File: src/rtl/pipe_ctrl_unit.sv
// Pipelined RV32I control: ID decode, ID/EX, EX/MEM, MEM/WB bundles, load-use stall, EX branch flush.
// Define CTRL_JAL_EN to add JAL decode, EX redirect and the WB-stage Jump_o output.
module pipe_ctrl_unit #(
  parameter int OP_W    = 7,
  parameter int RADDR_W = 5,
  parameter int ALUOP_W = 2
) (
  input  logic               clk_i,
  input  logic               rst_i,
  input  logic               start_i,
  input  logic [OP_W-1:0]    Op_i,
  input  logic [RADDR_W-1:0] rs1_i,
  input  logic [RADDR_W-1:0] rs2_i,
  input  logic [RADDR_W-1:0] rd_i,
  input  logic               Zero_i,
  output logic [ALUOP_W-1:0] ALUOp_o,
  output logic               ALUSrc_o,
  output logic               MemRead_o,
  output logic               MemWrite_o,
  output logic               MemtoReg_o,
  output logic               RegWrite_o,
`ifdef CTRL_JAL_EN
  output logic               Jump_o,
`endif
  output logic [RADDR_W-1:0] ExMemRd_o,
  output logic [RADDR_W-1:0] MemWbRd_o,
  output logic               Stall_o,
  output logic               Flush_o,
  output logic               PCSrc_o
);

  localparam logic [OP_W-1:0] OP_R   = 7'b0110011;
  localparam logic [OP_W-1:0] OP_I   = 7'b0010011;
  localparam logic [OP_W-1:0] OP_LD  = 7'b0000011;
  localparam logic [OP_W-1:0] OP_ST  = 7'b0100011;
  localparam logic [OP_W-1:0] OP_BR  = 7'b1100011;
`ifdef CTRL_JAL_EN
  localparam logic [OP_W-1:0] OP_JAL = 7'b1101111;
`endif

  typedef struct packed {
    logic               reg_write;
    logic               mem_to_reg;
`ifdef CTRL_JAL_EN
    logic               jump;
`endif
    logic [RADDR_W-1:0] rd;
  } mem_wb_t;

  typedef struct packed {
    logic    mem_read;
    logic    mem_write;
    mem_wb_t wb;
  } ex_mem_t;

  typedef struct packed {
    logic [ALUOP_W-1:0] alu_op;
    logic               alu_src;
    logic               branch;
`ifdef CTRL_JAL_EN
    logic               jump;
`endif
    ex_mem_t            mem;
  } id_ex_t;

  id_ex_t  dec;
  id_ex_t  id_ex;
  ex_mem_t ex_mem;
  mem_wb_t mem_wb;

  logic is_r, is_i, is_ld, is_st, is_br;
  logic rs2_used, ex_hit, stall, flush;

  assign is_r  = (Op_i == OP_R);
  assign is_i  = (Op_i == OP_I);
  assign is_ld = (Op_i == OP_LD);
  assign is_st = (Op_i == OP_ST);
  assign is_br = (Op_i == OP_BR);

`ifdef CTRL_JAL_EN
  logic is_jal;
  assign is_jal = (Op_i == OP_JAL);
`endif

  // STORE/BRANCH keep rd=0 so they never look like a hazard or forward source
  always_comb begin
    dec = '0;
    if (start_i) begin
      unique case (1'b1)
        is_r: begin
          dec.mem.wb.reg_write = 1'b1;
          dec.alu_op           = 2'b10;
          dec.mem.wb.rd        = rd_i;
        end
        is_i: begin
          dec.mem.wb.reg_write = 1'b1;
          dec.alu_src          = 1'b1;
          dec.mem.wb.rd        = rd_i;
        end
        is_ld: begin
          dec.mem.wb.reg_write  = 1'b1;
          dec.alu_src           = 1'b1;
          dec.mem.mem_read      = 1'b1;
          dec.mem.wb.mem_to_reg = 1'b1;
          dec.mem.wb.rd         = rd_i;
        end
        is_st: begin
          dec.alu_src       = 1'b1;
          dec.mem.mem_write = 1'b1;
        end
        is_br: begin
          dec.branch = 1'b1;
          dec.alu_op = 2'b01;
        end
`ifdef CTRL_JAL_EN
        is_jal: begin
          dec.mem.wb.reg_write = 1'b1;
          dec.jump             = 1'b1;
          dec.mem.wb.jump      = 1'b1;
          dec.mem.wb.rd        = rd_i;
        end
`endif
        default: dec = '0;
      endcase
    end
  end

  assign rs2_used = is_r | is_st | is_br;

  assign ex_hit = id_ex.mem.mem_read
                & (id_ex.mem.wb.rd != '0)
                & ((id_ex.mem.wb.rd == rs1_i)
                 | ((id_ex.mem.wb.rd == rs2_i) & rs2_used));

`ifdef CTRL_JAL_EN
  assign flush = (id_ex.branch & Zero_i) | id_ex.jump;
`else
  assign flush = id_ex.branch & Zero_i;
`endif

  // a redirect makes the held ID instruction dead, so it must not stall
  assign stall = ex_hit & ~flush;

  always_ff @(posedge clk_i or negedge rst_i) begin
    if (!rst_i) begin
      id_ex  <= '0;
      ex_mem <= '0;
      mem_wb <= '0;
    end else begin
      id_ex  <= (stall | flush) ? '0 : dec;
      ex_mem <= id_ex.mem;
      mem_wb <= ex_mem.wb;
    end
  end

  assign ALUOp_o    = id_ex.alu_op;
  assign ALUSrc_o   = id_ex.alu_src;
  assign MemRead_o  = ex_mem.mem_read;
  assign MemWrite_o = ex_mem.mem_write;
  assign ExMemRd_o  = ex_mem.wb.rd;
  assign MemtoReg_o = mem_wb.mem_to_reg;
  assign RegWrite_o = mem_wb.reg_write;
  assign MemWbRd_o  = mem_wb.rd;
`ifdef CTRL_JAL_EN
  assign Jump_o     = mem_wb.jump;
`endif
  assign Stall_o    = stall;
  assign Flush_o    = flush;
  assign PCSrc_o    = flush;

endmodule

File: config.mk
export PLATFORM = sky130hd
export DESIGN_NAME = pipe_ctrl_unit
export DESIGN_NICKNAME = d
export VERILOG_FILES = /design/src/rtl/pipe_ctrl_unit.sv
export SDC_FILE = /design/constraint.sdc
export NUM_CORES = 1
export LEC_CHECK = 0
export BUFFER_PORTS_ARGS = -buffer_cell sky130_fd_sc_hd__buf_2
export CELL_PAD_IN_SITES_DETAIL_PLACEMENT = 1
export CELL_PAD_IN_SITES_GLOBAL_PLACEMENT = 1
export CORE_UTILIZATION = 35
export CTS_BUF_LIST = sky130_fd_sc_hd__clkbuf_8
export CTS_CLUSTER_DIAMETER = 60
export DETAILED_ROUTE_END_ITERATION = 8
export GPL_TIMING_DRIVEN = 0
export PLACE_DENSITY = 0.79
export RECOVER_POWER = 50
export SETUP_SLACK_MARGIN = 0.1
export SLEW_MARGIN = 20
export SYNTH_ARGS = -nofsm -noshare
export SYNTH_HDL_FRONTEND = slang
export SYNTH_SLANG_ARGS = --single-unit
File: constraint.sdc
create_clock -name clk_i -period 2.45 [get_ports clk_i]
set_input_delay 0.49 -clock clk_i [delete_from_list [all_inputs] [get_ports clk_i]]
set_output_delay 0.49 -clock clk_i [all_outputs]
set_load 0.1 [all_outputs]
# Word level (Yosys, flattened, before mapping)
# Index checks and enable logic that the tools add are counted.
# word_totals
reg_bits	29
latch_bits	0
ramBits	0
rom_bits	0
inputBits	26
elab_cells	45
memories	0
# op_classes
n_addsub	0
mul	0
div	0
magnitude_cmp	0
n_eq_ne	7
shift	0
muxes	9
bitwise	10
reduce_logical	3
# ops
operator	n
$mux W13	2
$eq A7 B6 Y1 const B	2
$eq A5 B5 Y1	2
$eq A7 B2 Y1 const B	1
$eq A7 B5 Y1 const B	1
$eq A7 B7 Y1 const B	1
$reduce_or A3 Y1	2
$and A1 B1 Y1	5
$mux W1	5
$mux W5	1
$reduce_bool A5 Y1	1
$or A1 B1 Y1	4
$pmux W2 S2	1
$not A1 Y1	1

# Longest topological paths before layout
# Gate-level depths: netlist (run 1).
# logic_depth
ltp_word	9
depth_mapped	6
mapped_depth_nobuf	5

# Least setup slack after synthesis (run 1)
# Ideal clock, no wire load.
# synth_timing
path_type	input -> output
startpoint	in rs2_i[3]
endpoint	out Stall_o
arrival_ns	2.044
required_ns	1.960
setup_slack_ns	-0.084
cell_stages	6
cell_sequence	xor2_1 nor3_1 nand4_1 a21oi_2 buf_6 and2_1
# synth_via
elab_chain_cells	5
# synth_lines
item	line	source
start, declared	13	input logic [RADDR_W-1:0] rs2_i,
$eq A5 B5 Y1	133	| ((id_ex.mem.wb.rd == rs2_i) & rs2_used));
$and A1 B1 Y1	133	
$or A1 B1 Y1	133	
$and A1 B1 Y1	132	& ((id_ex.mem.wb.rd == rs1_i)
$and A1 B1 Y1	142	assign stall = ex_hit & ~flush;
end, declared	27	output logic Stall_o,
# No other way between the ends.

# Final worst setup path (run 1)
# layout_timing
startpoint	reg id_ex[4] (netlist bit)
endpoint	out Stall_o
# layout_via
elab_chain_cells	5
# layout_lines
item	line	source
start, declared	67	id_ex_t id_ex;
start signal, assigned	150	id_ex <= (stall | flush) ? '0 : dec;
$eq A5 B5 Y1	133	
$and A1 B1 Y1	133	
$or A1 B1 Y1	133	
$and A1 B1 Y1 (*)	132	
$and A1 B1 Y1 (*)	142	
# Every way passes the cells marked *; elsewhere a longest branch is shown, timed or not.

==> results of run 1 <==
[layout make-up]
type / instances / share of cell area
Multi-Input combinational cell: 44 / 0.2278
Sequential cell: 27 / 0.4659
Timing Repair Buffer: 50 / 0.1881
Clock inverter: 1 / 0.003451
Clock buffer: 3 / 0.02847
Tap cell: 31 / 0.02675
Inverter: 1 / 0.002588
Buffer: 12 / 0.05695
[cells in the mapped netlist, types with 2 or more instances]
cell type,n
clkbuf_1,2
xor2_1,8
nor3_1,8
nand2_1,3
dfrtp_1,27
nor4_2,2
nor2_1,2
xnor2_1,2
nand3b_1,5
nor4b_1,3
buf_4,8
nand3_1,2
[worst max-delay path, cell delays in order (launching register included)]
cell     delay [ns]
dfrtp_1        0.42
or4_4          0.54
o21ai_2        0.14
a21oi_2        0.06
buf_6          0.11
and2_4         0.15
buf_12         0.16
[routing by layer]
| metal | GRT usage | share of wire |
|---|---|---|
| met3 | 0.02679 | 0.063 |
| met4 | 0.06122 | 0.013 |
| met1 | 0.1887 | 0.42 |
| met5 | 0 | 0 |
| met2 | 0.2774 | 0.51 |
[worst min-delay path by stage]
stage	from	to	slack (ns)	cells after the start
2_1_floorplan	rst_i	ALUOp_o[0]$_DFF_PN0_	0.19	0
5_1_grt	id_ex[7]$_DFF_PN0_	MemWrite_o$_DFF_PN0_	0.37	0
3_3_place_gp	id_ex[6]$_DFF_PN0_	ex_mem[6]$_DFF_PN0_	0.34	0
6_report	id_ex[6]$_DFF_PN0_	ex_mem[6]$_DFF_PN0_	0.36	0
4_1_cts	rst_i	MemWbRd_o[4]$_DFF_PN0_	0.23	1
3_5_place_dp	id_ex[7]$_DFF_PN0_	MemWrite_o$_DFF_PN0_	0.34	0
[state kept, by name, summed over array words and instances, names as in the netlist]
signal      flops
MemWbRd_o       5
ALUSrc_o        1
RegWrite_o      1
MemRead_o       1
MemWrite_o      1
id_ex           9
MemtoReg_o      1
ALUOp_o         2
ExMemRd_o       5
ex_mem          1
[logic make-up (layout without fill, tap and decap cells)]
logic type / after synthesis / after routing / synth area share
simple gates: 31 / 31 / 0.1938
xor+xnor: 10 / 10 / 0.08074
buf+inv: 13 / 67 / 0.07958
compound gates: 3 / 3 / 0.02307
flops: 27 / 27 / 0.6228
[through the flow]
stage               std cells  setup WS [ns]  TNS, ns  hold WS [ns]
global placement          160        -0.1616  -0.1616        0.3353
floorplan                  84         0.2017        0        0.1944
detailed placement        160        -0.1797  -0.1797        0.3370
CTS                       169        0.07028        0        0.2300
global route              169       0.006352        0        0.3745
finish                    169        0.09780        0        0.3606
[power breakdown]
group | internal, mW | switching (mW)
logic | 0.0268 | 0.0414
clock network | 0.114 | 0.131
registers | 0.447 | 0.000991
[placed cells by master, fill, tap and decap left out, types with 2 or more instances in the layout]
| cell type | n |
|---|---|
| buf_2 | 43 |
| buf_4 | 10 |
| buf_6 | 2 |
| clkbuf_1 | 5 |
| clkbuf_8 | 3 |
| dfrtp_1 | 27 |
| nand2_1 | 3 |
| nand3_1 | 2 |
| nand3b_1 | 5 |
| nor2_1 | 2 |
| nor3_1 | 7 |
| nor4_2 | 2 |
| nor4b_1 | 3 |
| xnor2_1 | 2 |
| xor2_1 | 8 |
[repair_timing]
item | 4_1_cts | 5_1_grt
endpoints found under the setup margin | 1 | 1
setup buffers | 5 | 0
pin swaps | 3 | 1
gates cloned | 0 | 0
resized for setup | 6 | 1
==> run metrics, run 1 <==
Peak supply drop roughly 0.00032 V; first-pass GRT wire length roughly 3800 um; Max Fclk between 400 and 500 MHz; area grow syn2layout 33.68%; drt wl/cell about 14 um; Hold Vio Cnt, Final 0; Starting Density 0.3803; syn nets between 100 and 150; Tot Pwr around 0.76 mW; dpl hpwl approximately 1700 um; initial antenna violation count 0; DIE HEIGHT 57.67 um; clk slew on worst S/H paths 0.09 ns; status finished, violations left; GP Congestion 0.7848; P_leak between 0.7 and 0.8 nW; yosys warns 0; drt drc 5; CTS sink count 27; Synth Flop Type dfrtp_1; Post-CTS Hold Fix Bufs 0; Clock Skews a little over 0.005 ns; worst hold path type reg2reg; area of the multi-input gates about 330 sq um; die footprint 0.003326 sq mm; crit path time final 2.352 ns; DR vias/cell 4.828; Tcrit/Tclk final 0.9601; CTS Buf Count 3; Final Cell Area around 0.0015 sq mm; Cell Area, Placed around 0.0014 sq mm; critical path class reg2out; sequential share of the synthesized area 0.6228; ant diodes 0; Filler cells 316; drt pass-1 iters 6; post-synthesis async set-or-reset flop share 1.000; PD cells 525.0 mW/mm^2; clk_lat worst skew about 0.27 ns; maxcap violations 0; Die Span X 57.67 um; Slew headroom 0.06332; reg-to-reg endpoint id_ex[7]$_DFF_PN0_; Cell Area, Synth 0.001085 sq mm; Yosys top cell area share 0.6228; via count 816; layout net count 165; Worst Setup SP id_ex[4]$_DFF_PN0_; Port-buffer cells 45; CP required 1.96 ns; cell type with the largest total area after synthesis dfrtp_1; Arrival @ worst endpoint ~1.9 ns; CP Capture Type output pin; GR Overflow Total 0; synth top area cells dfrtp_1 62%, xor2_1 6.5%, buf_4 5.5%; Setup violations, final 0; Worst R2R Start id_ex[4]$_DFF_PN0_; Pins Over Slew Limit 0; wirelength, routed between 2000 and 2500 um; largest net degree at the start of global routing 28; 1st-iter DRT viols 13; EDFF count, synth 0; unrepaired setup endpoints after global routing yes; Distinct cells, synth 24; Least-Margin Pin Slew ~1.4 ns; H-tree levels 1; Worst Reg-to-Reg Cells 6; clock buffer depth 2; reg2reg setup slack 0.66 ns; post-synthesis instance total 84; root buf cell clkbuf_8; Core Rows 19; Reg area 675.6 sq um; Avg Inst Size Synth between 10 and 15 sq um; core footprint 0.002853 sq mm; num ports between 40 and 50; CP Capture Point Stall_o; Finished Core Util 0.5083; GRT Util Overall 0.1558; failing checks DRC; crit-path max FO 3; TritonCTS clock tree built; Post-DRT Antenna Nets 0; Seq cells post-synth 27; vias in the first global route 848; crit path launch type register; proportion of layout cells with a drive suffix above 1 0.4928
Power figures use the tool's default switching activity.
==> run 2: changes to the inputs <==
==> constraint.sdc (replaced) <==
create_clock -name clk_i -period 2.9 [get_ports clk_i]
set_input_delay 0.58 -clock clk_i [delete_from_list [all_inputs] [get_ports clk_i]]
set_output_delay 0.58 -clock clk_i [all_outputs]
set_load 0.1 [all_outputs]
==> run 2 against run 1 <==
Against the previous run: the run still ends with DRC left; combinational power down 17%; cell count is 2.4% lower; power down 16%; worst setup slack improved by 0.17 ns; largest power group unchanged.
==> run metrics, run 2 (synthesis gave the netlist of run 1 again) <==
status finished, violations left; failing checks DRC; die footprint 0.003326 sq mm (unchanged); H-tree levels 1 (unchanged); vias in the first global route 849 (+0.12%); layout net count 161 (-2.4%); area grow syn2layout 30.68%; GRT Util Overall 0.1574 (+0.001620); proportion of layout cells with a drive suffix above 1 0.4701 (-0.02260); core footprint 0.002853 sq mm (unchanged); crit path time final 2.631 ns; most common cell after layout, fill and taps aside buf_2; GP Congestion 0.7811 (-0.47%); Least-Margin Pin Slew 1.420 ns (+0.01471 ns); crit path launch type register; wirelength, routed 2323 um (-1.1%); Reg area 675.6 sq um (unchanged); crit-path max FO 10 (+7); dpl hpwl 1751 um (+2.6%); drt drc 5 (unchanged); Starting Density 0.3803 (unchanged); Arrival @ worst endpoint 2.05 ns (+0.19 ns); clock buffer depth 2 (unchanged); root buf cell clkbuf_8; Max Fclk 380.1 MHz; unrepaired setup endpoints after global routing no; P_leak 0.7819 nW (-2.0%); ant diodes 0 (unchanged); Finished Core Util 0.4969 (-0.01140); DIE HEIGHT 57.67 um (unchanged); Pins Over Slew Limit 0 (unchanged); max reg flops 9 (unchanged); CP required 2.32 ns (+0.36 ns); largest net degree at the start of global routing 28 (unchanged); 1st-iter DRT viols 11 (-2); GR Overflow Total 0 (unchanged); first-pass GRT wire length 3850 um (+1.3%); maxcap violations 0 (unchanged); clk_lat worst skew 0.27 ns (about the same); Hold Vio Cnt, Final 0 (unchanged); Final Cell Area 0.001418 sq mm (-2.2%); setup TNS 0 ns (unchanged); Core Rows 19 (unchanged); Slew headroom 0.05351 (-0.009808); CTS Buf Count 3 (unchanged); Port-buffer cells 45 (unchanged); critical path class reg2out; Post-DRT Antenna Nets 0 (unchanged); Cell Area, Placed 0.001349 sq mm (about the same); CTS sink count 27 (unchanged); Setup violations, final 0 (unchanged); PD cells 450.2 mW/mm^2 (-14%); drt pass-1 iters 6 (unchanged); Filler cells 332 (+5.1%); drt wl/cell 14.08 um (+1.3%); worst hold path type reg2reg; via count 787 (-3.6%); num ports 46 (unchanged); area of the multi-input gates 330.3 sq um (unchanged); Clock Skews 0.003617 ns (-0.001579 ns); TritonCTS clock tree built; CP Capture Type output pin; Largest Register id_ex; Tcrit/Tclk final 0.9072; commonest non-fill, non-tap cells in the layout 43 x buf_2, 27 x dfrtp_1, 9 x buf_4; initial antenna violation count 0 (unchanged); clk slew on worst S/H paths 0.08 ns (about the same); Peak supply drop 0.0002197 V (-30%); Die Span X 57.67 um (unchanged); DR vias/cell 4.770 (-1.2%)
run 2: cell count changes in the layout (fill, tap and decap cells not counted), sizes merged:
cell	before	now
buf	57	55
clkbuf	8	6
clkinv	1	0
inv	1	2
run 2: critical path: stages, from the launching register on:
cell and delay, ns:
dfrtp_1 0.43, xor2_1 0.18, nor3_1 0.24, nand4_1 0.18, a21oi_4 0.19, buf_6 0.16
and2_1 0.19, buf_8 0.21
run 2: worst paths after layout:
kind,start,cells after the start,slack [ns],to
max,id_ex[3]$_DFF_PN0_,7,0.27,Stall_o
min,id_ex[6]$_DFF_PN0_,0,0.36,ex_mem[6]$_DFF_PN0_
max reg2reg,id_ex[1]$_DFF_PN0_,5,1.09,id_ex[9]$_DFF_PN0_
min reg2reg,id_ex[6]$_DFF_PN0_,0,0.36,ex_mem[6]$_DFF_PN0_
max in group asynchronous,rst_i,1,1.45,id_ex[1]$_DFF_PN0_
min in group asynchronous,rst_i,1,0.63,MemWbRd_o[4]$_DFF_PN0_
run 2: metrics by stage:
stage	worst slack [ns]	std cells	hold WS, ns	total power, mW
4_1_cts	0.1298	164	0.3118	0.6510
6_report	0.2691	165	0.3590	0.6382
2_1_floorplan	0.1861	84	0.2844	0.4124
3_3_place_gp	0.1164	160	0.3352	0.4421
3_5_place_dp	0.03364	160	0.3386	0.4438
5_1_grt	0.1371	165	0.3731	0.6731
run 2: cell type report:
cell class / instances / share of cell area
Sequential cell: 27 / 0.4766
Clock buffer: 3 / 0.02913
Buffer: 12 / 0.05825
Multi-Input combinational cell: 44 / 0.2330
Tap cell: 31 / 0.02736
Inverter: 1 / 0.002648
Clock inverter: 1 / 0.002648
Timing Repair Buffer: 46 / 0.1703
run 2: power breakdown:
part	switching (mW)	internal, mW	total, mW
sequential	0.000924	0.378	0.379
clock	0.108	0.0948	0.203
combinational	0.0342	0.0223	0.0565
run 2: metal layers:
metal,up-vias,wire [um],track usage
met2,34,1154,0.2658
met5,-,0,0
met4,0,35,0.07143
met1,373,987,0.1979
met3,3,147,0.02902
li1,377,-,-
run 2: timing repair:
item	4_1_cts	5_1_grt
hold buffers	0	0
gates resized for setup	2	2
endpoints found under the setup margin	1	1
setup buffers	0	1
pin swaps	0	1
==> run 3: changes to the inputs <==
--- a/config.mk
+++ b/config.mk
@@ -8,13 +8,14 @@
 export BUFFER_PORTS_ARGS = -buffer_cell sky130_fd_sc_hd__buf_2
 export CELL_PAD_IN_SITES_DETAIL_PLACEMENT = 1
 export CELL_PAD_IN_SITES_GLOBAL_PLACEMENT = 1
-export CORE_UTILIZATION = 35
+export CORE_UTILIZATION = 40
 export CTS_BUF_LIST = sky130_fd_sc_hd__clkbuf_8
 export CTS_CLUSTER_DIAMETER = 60
 export DETAILED_ROUTE_END_ITERATION = 8
 export GPL_TIMING_DRIVEN = 0
-export PLACE_DENSITY = 0.79
+export PLACE_DENSITY_LB_ADDON = 0.08
 export RECOVER_POWER = 50
+export REMOVE_ABC_BUFFERS = 1
 export SETUP_SLACK_MARGIN = 0.1
 export SLEW_MARGIN = 20
 export SYNTH_ARGS = -nofsm -noshare
==> run 3 against run 2 <==
Against the previous run: the run now ends clean; maximum frequency grew 3.7%; cell count down 6.7%; sequential share of layout area up 2.7 points; critical path type unchanged; critical endpoint unchanged; largest cell class unchanged; largest power group unchanged.
==> run metrics, run 3 (synthesis gave the netlist of run 1 again) <==
Post-DRT Antenna Nets 0 (unchanged); CP Cell Sequence xor2_1 > nor3_1 > nand4_1 > a21oi_4 > and2_1 > buf_4; area grow syn2layout 23.65%; 1st-iter DRT viols 3 (-8); proportion of layout cells with a drive suffix above 1 0.4516 (-0.01854); clock buffer depth 2 (unchanged); crit path time final 2.537 ns (-0.09400 ns); family with the most delay on the worst path simple AND/OR/NAND/NOR gates; met2 WL post-DR 1108 um (-4.0%); Core Rows 18 (-1); Tcrit/Tclk final 0.8748 (-0.03241); CP max-delay cell dfrtp_1; via count 765 (-2.8%); Arrival @ worst endpoint 1.96 ns (-0.09 ns); Starting Density 0.4301 (+0.04980); Pins Over Slew Limit 0 (unchanged); Buf/Inv on CP 1 (-1); CTS Buf Count 3 (unchanged); met1 wire length 955 um (-3.2%); CP peak stage delay 0.44 ns (about the same); DR vias/cell 4.968 (+4.1%); crit path launch type register; TritonCTS clock tree built; Final Cell Area 0.001341 sq mm (-5.4%); clk slew on worst S/H paths 0.09 ns (about the same); GRT Util Overall 0.1646 (+0.007197); Hold Vio Cnt, Final 0 (unchanged); DIE HEIGHT 54.08 um (-6.2%); Port-buffer cells 45 (unchanged); Largest Register id_ex; unrepaired setup endpoints after global routing no; num ports 46 (unchanged); Least-Margin Pin Slew 1.424 ns (+0.004501 ns); clk_lat worst skew 0.27 ns (about the same); wirelength, routed 2249 um (-3.2%); WL met3 131 um (-11%); vias in the first global route 757 (-11%); Max Used Layer met4; Max Fclk 394.2 MHz (+3.7%); initial antenna violation count 0 (unchanged); GP Congestion 0.6649 (-15%); core footprint 0.002522 sq mm (-12%); most common cell after layout, fill and taps aside buf_2; Worst Setup SP id_ex[3]$_DFF_PN0_; Worst R2R Start id_ex[1]$_DFF_PN0_; Setup violations, final 0 (unchanged); CTS sink count 27 (unchanged); drt wl/cell 14.60 um (+3.7%); status completed; CP Capture Type output pin; GR Overflow Total 0 (unchanged); Slew headroom 0.05051 (-0.003000); first-pass GRT wire length 3291 um (-15%); ant diodes 0 (unchanged); min-delay src ex_mem[6]$_DFF_PN0_; P_leak 0.7377 nW (-5.6%); commonest non-fill, non-tap cells in the layout 43 x buf_2, 27 x dfrtp_1, 8 x xor2_1, 8 x nor3_1, 5 x nand3b_1; dpl hpwl 1569 um (-10%); largest net degree at the start of global routing 28 (unchanged); maxcap violations 0 (unchanged); layout net count 151 (-6.2%); PD cells 476.2 mW/mm^2 (+5.8%); reg2reg setup slack 1.14 ns (+0.05 ns); drt drc 0 (-5); Peak supply drop 0.0002709 V (+23%); H-tree levels 1 (unchanged); CP required 2.32 ns (about the same); die footprint 0.002924 sq mm (-12%); Die Span X 54.08 um (-6.2%); Finished Core Util 0.5317 (+0.03482); Cell Area, Placed 0.001265 sq mm (-6.2%); max reg flops 9 (unchanged); drt pass-1 iters 2 (-4); critical path class reg2out; root buf cell clkbuf_8; crit-path max FO 4 (-6); worst hold path type reg2reg; Clock Skews 0.005538 ns (+0.001921 ns)
-- run 3: changes by cell type in the layout (fill, tap and decap cells not counted) --
| cell | delta |
|---|---|
| buf_1 | -1 |
| buf_4 | -5 |
| buf_6 | -1 |
| buf_8 | -1 |
| clkbuf_1 | -2 |
-- run 3: final timing paths --
kind / to / depth (start not counted)
min in group asynchronous: id_ex[4]$_DFF_PN0_ / 1
worst max register to register: ALUSrc_o$_DFF_PN0_ / 5
worst max-delay path: Stall_o / 6
worst min register to register: RegWrite_o$_DFF_PN0_ / 0
worst min-delay path: RegWrite_o$_DFF_PN0_ / 0
max in group asynchronous: ExMemRd_o[0]$_DFF_PN0_ / 1
-- run 3: cell type report --
type	count	area, sq um
Fill cell	270	1181
Inverter	1	3.754
Clock inverter	1	3.754
Sequential cell	27	675.6
Multi-Input combinational cell	44	330.3
Timing Repair Buffer	48	249.0
Clock buffer	3	41.29
Tap cell	30	37.54
-- run 3: timing repair --
action | 4_1_cts | 5_1_grt
endpoints found under the hold margin | 0 | 0
endpoints found under the setup margin | 1 | 1
pin swaps | 0 | 1
hold buffers | 0 | 0
gates resized for setup | 2 | 0
buffers inserted | 0 | 3
gates cloned | 0 | 0
-- run 3: routing by layer --
layer,up-vias,GRT usage
met5,-,0
met4,0,0.08547
met3,6,0.03107
met2,33,0.2716
met1,368,0.2032
li1,358,-
-- run 3: power breakdown --
part	switching, mW	internal, mW	total [mW]
registers	0.000899	0.378	0.379
logic	0.0340	0.0212	0.0552
clock network	0.110	0.0948	0.205
-- run 3: metrics by stage --
step	hold WS (ns)	TNS, ns	setup WS, ns	total power [mW]	instances
after detailed placement	0.3387	-0.02528	-0.02528	0.4421	147
after CTS	0.3213	0	0.1528	0.6448	151
final	0.3558	0	0.3631	0.6387	154
after floorplan	0.2844	0	0.07414	0.4096	72
after global routing	0.3729	0	0.2681	0.6681	154
after global placement	0.3330	-0.03365	-0.03365	0.4404	147
-- run 3: worst reg2reg max path, stage by stage, from the launching register on --
cell     delay (ns)
dfrtp_1        0.44
or4_4          0.55
o21ai_2        0.18
a21oi_4        0.06
buf_4          0.17
nor4b_1        0.26
